File: src/rtl/known_ch.sv
// Known-cluster-head table: stores up to DEPTH CH advertisements per heartbeat
// round and presents the best one (max Q, then fewest hops, then lowest slot).
module known_ch #(
    parameter int WORD_WIDTH = 16,
    parameter int DEPTH      = 5
) (
    input  logic                  clk,
    input  logic                  nrst,
    input  logic                  en_KCH,
    input  logic                  HB_reset,
    input  logic [WORD_WIDTH-1:0] HB_CHlimit,
    input  logic [WORD_WIDTH-1:0] fCH_ID,
    input  logic [WORD_WIDTH-1:0] fCH_Hops,
    input  logic [WORD_WIDTH-1:0] fCH_QValue,
    output logic [WORD_WIDTH-1:0] chosenCH,
    output logic [WORD_WIDTH-1:0] hopsfromCH
);

    localparam int CW = $clog2(DEPTH + 1);

    // en_KCH is a valid-only strobe with no ready: each advertisement is
    // either written (update or insert) or dropped in the cycle it arrives.

    logic                  slot_valid [DEPTH];
    logic [WORD_WIDTH-1:0] slot_id    [DEPTH];
    logic [WORD_WIDTH-1:0] slot_hops  [DEPTH];
    logic [WORD_WIDTH-1:0] slot_q     [DEPTH];
    logic [CW-1:0]         count;

    logic                  adv_valid;
    logic                  match_any;
    logic [DEPTH-1:0]      match_hit;
    logic                  insert_ok;
    logic [DEPTH-1:0]      wr_slot;
    logic [WORD_WIDTH-1:0] count_wide;

    assign adv_valid  = en_KCH && !HB_reset && (fCH_ID != '0);
    assign count_wide = WORD_WIDTH'(count);

    // Inserts stop at whichever is smaller: the round's limit or the table size.
    assign insert_ok = (count < CW'(DEPTH)) && (count_wide < HB_CHlimit);

    always_comb begin
        match_hit = '0;
        for (int i = 0; i < DEPTH; i++) begin
            match_hit[i] = slot_valid[i] && (slot_id[i] == fCH_ID);
        end
    end

    assign match_any = |match_hit;

    always_comb begin
        wr_slot = '0;
        for (int i = 0; i < DEPTH; i++) begin
            if (adv_valid) begin
                if (match_any)
                    wr_slot[i] = match_hit[i];
                else if (insert_ok)
                    wr_slot[i] = (count == CW'(i));
            end
        end
    end

    always_ff @(posedge clk or posedge nrst) begin
        if (nrst) begin
            count <= '0;
            for (int i = 0; i < DEPTH; i++) begin
                slot_valid[i] <= 1'b0;
                slot_id[i]    <= '0;
                slot_hops[i]  <= '0;
                slot_q[i]     <= '0;
            end
        end else if (HB_reset) begin
            count <= '0;
            for (int i = 0; i < DEPTH; i++) begin
                slot_valid[i] <= 1'b0;
                slot_id[i]    <= '0;
                slot_hops[i]  <= '0;
                slot_q[i]     <= '0;
            end
        end else begin
            if (adv_valid && !match_any && insert_ok)
                count <= count + CW'(1);
            for (int i = 0; i < DEPTH; i++) begin
                if (wr_slot[i]) begin
                    slot_valid[i] <= 1'b1;
                    slot_id[i]    <= fCH_ID;
                    slot_hops[i]  <= fCH_Hops;
                    slot_q[i]     <= fCH_QValue;
                end
            end
        end
    end

    logic                  best_valid;
    logic [WORD_WIDTH-1:0] best_id;
    logic [WORD_WIDTH-1:0] best_hops;
    logic [WORD_WIDTH-1:0] best_q;

    // Strict comparisons keep the earlier slot on a full tie.
    always_comb begin
        best_valid = 1'b0;
        best_id    = '0;
        best_hops  = '0;
        best_q     = '0;
        for (int i = 0; i < DEPTH; i++) begin
            if (slot_valid[i] &&
                (!best_valid || (slot_q[i] > best_q) ||
                 ((slot_q[i] == best_q) && (slot_hops[i] < best_hops)))) begin
                best_valid = 1'b1;
                best_id    = slot_id[i];
                best_hops  = slot_hops[i];
                best_q     = slot_q[i];
            end
        end
    end

    assign chosenCH   = best_valid ? best_id   : '0;
    assign hopsfromCH = best_valid ? best_hops : '1;

endmodule

File: config.mk
export PLATFORM = sky130hd
export DESIGN_NAME = known_ch
export DESIGN_NICKNAME = d
export VERILOG_FILES = /design/src/rtl/known_ch.sv
export SDC_FILE = /design/constraint.sdc
export NUM_CORES = 1
export LEC_CHECK = 0
export CAP_MARGIN = 20
export CORE_MARGIN = 8
export CORE_UTILIZATION = 45
export DETAILED_ROUTE_END_ITERATION = 10
export GPL_ROUTABILITY_DRIVEN = 0
export PLACE_DENSITY = 0.68
export SYNTH_ARGS = -nofsm -noshare
export SYNTH_HDL_FRONTEND = slang
export SYNTH_SLANG_ARGS = --single-unit
File: constraint.sdc
create_clock -name clk -period 18.25 [get_ports clk]
set_input_delay 3.65 -clock clk [delete_from_list [all_inputs] [get_ports clk]]
set_output_delay 3.65 -clock clk [all_outputs]
set_load 0.005 [all_outputs]
==> metrics.txt <==
outcome completed; HP Class reg -> reg; hold depth 2; met1 usage 0.279; drt initial violations 942; CTS hold repair buffers 0; max-cap violations 0; grt met2 use 0.349; HP Start slot_q[64]; Starting Density 0.452; Num CTS Buffers 29; Reg2Reg Setup Slack 14,210 ps; clk sinks 248; die area 0.0427 mm²; R2R cell count 11; final hold violations 0; fmax 0.0588 GHz; reg2reg end slot_id[15]; Placeable Area 0.0362 mm²; syn avg cell area 9.16 µm²; count of cell types in the netlist 63; WP data required 14,600 ps; Syn Inst Count 1,785; die width 207 µm; area of the multi-input gates 0.00957 mm²; GRT busiest layer met2; overall power 0.00157 W; count leader, synth nor2_1; share of the clock period used by the worst path 0.931; DR pass1 iterations 7; Static Leak 7.89 nW; met3 Usage GRT 0.0325; # H-tree levels 1; area grow syn2layout 13.8%; Worst Skew 16.2 ps; grt total ovfl 0; I/O Buffers 99; Area contributors post-synth dfrtp_1 (38%), mux2i_1 (13%), ha_1 (10%); clk root buf clkbuf_16; vias per cell 5.72; Synth Cell Area 0.0163 mm²; syn nets 1,984; # nets final 2,014; Crit Path Max Fanout 62; CP Capture Type output port; number of global-route vias before repair 13,100; Yosys top cell area share 0.380; Total GRT Usage 0.211; register area 0.00621 mm²; synth cell count leaders nor2_1 (250), dfrtp_1 (248), nand2_1 (235); unrepaired setup endpoints after global routing no; DR DRC count 0; Slowest Stage Delay on Critical Path 810 ps; Routed Antenna Nets 0; #FFs+latches synth 248; Die Y 207 µm; most frequent CP cell ha_1; Routed WL 45,200 µm; slowest CP cell nor4_1; WL/cell 19.6 µm; async set-reset flop share out of synthesis 1.00; Post-DP HPWL 31,600 µm; register area share after synthesis 0.380; CP Launch Point slot_valid[4]; headroom to the max-slew limit 0.341; Clock Latency Late Sink 580 ps; CTS tree done; Most used DFF post-synth dfrtp_1; share of post-route cells with drive strength above 1 0.0566; final setup fails 0; Clock Path Buffers 3; worst vdd ir 85.3 µV; power per standard cell area 84.5 mW/mm²; arrival time at the worst endpoint 13,350 ps; crit path kind reg -> out; worst slew pin tran 983 ps; Post-synth EDFFs 0; fin. max-slew vios 0; first-pass GRT wire length 72,100 µm; antenna fix cells 0; setup tns final 0 ps; row count 70; initial antenna violation count 0; Hold EP slot_q[64]; Boundary Pins 100; startpoint types flop; Synth area leader dfrtp_1; fill count 3,314; RR Startpoint slot_id[1]; largest net degree at the start of global routing 121; Syn. warnings 0; clock-pin slew on the worst setup and hold paths 60 ps; total number of vias 13,200; Final Critical Period 17,000 ps
[registers in the layout, summed over array words and instances, names as in the netlist]
| signal | cells |
|---|---|
| slot_id | 80 |
| slot_valid | 5 |
| slot_q | 80 |
| slot_hops | 80 |
| count | 3 |
[routing by layer]
metal | up-vias | wire (µm) | part of all wire
li1 | 6339 | - | -
met1 | 6440 | 20000 | 0.44
met2 | 333 | 21500 | 0.47
met3 | 83 | 2140 | 0.047
met4 | 0 | 1560 | 0.034
met5 | - | 0 | 0
[worst max-delay path by stage]
stage                     endpoint  slack (ps)  cells after the start
CTS                    chosenCH[6]         820                     42
global route         hopsfromCH[7]          80                     43
global placement     hopsfromCH[9]        1880                     42
finish              hopsfromCH[14]        1250                     41
detailed placement     chosenCH[6]        1440                     42
floorplan             chosenCH[11]        3490                     50
[report_power, final]
| part | total, W | internal (W) | switching [W] | leakage [nW] |
|---|---|---|---|---|
| clock network | 0.000613 | 0.000367 | 0.000245 | 0.498 |
| registers | 0.000582 | 0.000565 | 0.0000168 | 3.44 |
| logic | 0.000377 | 0.000160 | 0.000217 | 3.96 |
| total | 0.00157 | 0.00109 | 0.000479 | 7.89 |
[layout make-up]
cell class | instances | area share
Clock buffer | 40 | 0.0434
Clock inverter | 14 | 0.0103
Inverter | 28 | 0.00605
Multi-Input combinational cell | 1392 | 0.514
Sequential cell | 248 | 0.334
Tap cell | 468 | 0.0315
Timing Repair Buffer | 116 | 0.0606
[timing repair]
item	in CTS	in global routing
gates resized for setup	0	1
endpoints found under the setup margin	0	32
setup buffers	0	0
[stage by stage]
| step | util | hold WS (ps) | area, µm² | instances | setup WS (ps) |
|---|---|---|---|---|---|
| 6_report | 0.514 | 521 | 18600 | 2306 | 1250 |
| 5_1_grt | 0.514 | 542 | 18600 | 2306 | 83.8 |
| 4_1_cts | 0.513 | 525 | 18600 | 2304 | 815 |
| 3_5_place_dp | 0.486 | 510 | 17600 | 2250 | 1440 |
| 3_3_place_gp | 0.486 | 504 | 17600 | 2250 | 1880 |
| 2_1_floorplan | - | 478 | 16300 | 1785 | 3490 |
[cell usage in the layout, fill, tap and decap left out, types with 7 or more instances in the layout]
master	Yosys	routed
clkdlybuf4s50_1	0	98
inv_1	28	27
nor4_1	27	27
ha_1	131	131
xnor2_1	40	40
clkinv_2	0	8
nand2_1	235	234
a21oi_1	69	65
o21ai_0	94	94
o21ai_1	15	15
a41oi_1	16	16
o211ai_1	25	25
clkbuf_1	51	7
mux2_2	12	12
and2_1	19	19
o21a_1	23	23
a211oi_1	23	23
buf_4	3	16
a21o_1	21	21
xor2_1	40	40
mux2i_1	213	213
nand4_1	33	33
clkbuf_16	0	29
nand3_1	17	17
dfrtp_1	248	247
or2_0	14	14
nor2_1	250	249
[worst max-delay path: cells and delay by family (launching register included)]
family          cells  cell delay, ps
buf+inv             5            1920
mux                 1             210
simple gates       14            3970
fa+ha+maj           4            1220
compound gates     17            4760
flops               1             590
[cells by family after synthesis]
kind of cell,Yosys count,share of synthesized area
simple gates,631,0.168
buf+inv,146,0.0407
mux,233,0.146
flops,248,0.380
compound gates,316,0.123
xor+xnor,80,0.0429
fa+ha+maj,131,0.100
No activity file was read; power rests on OpenSTA's default activity.
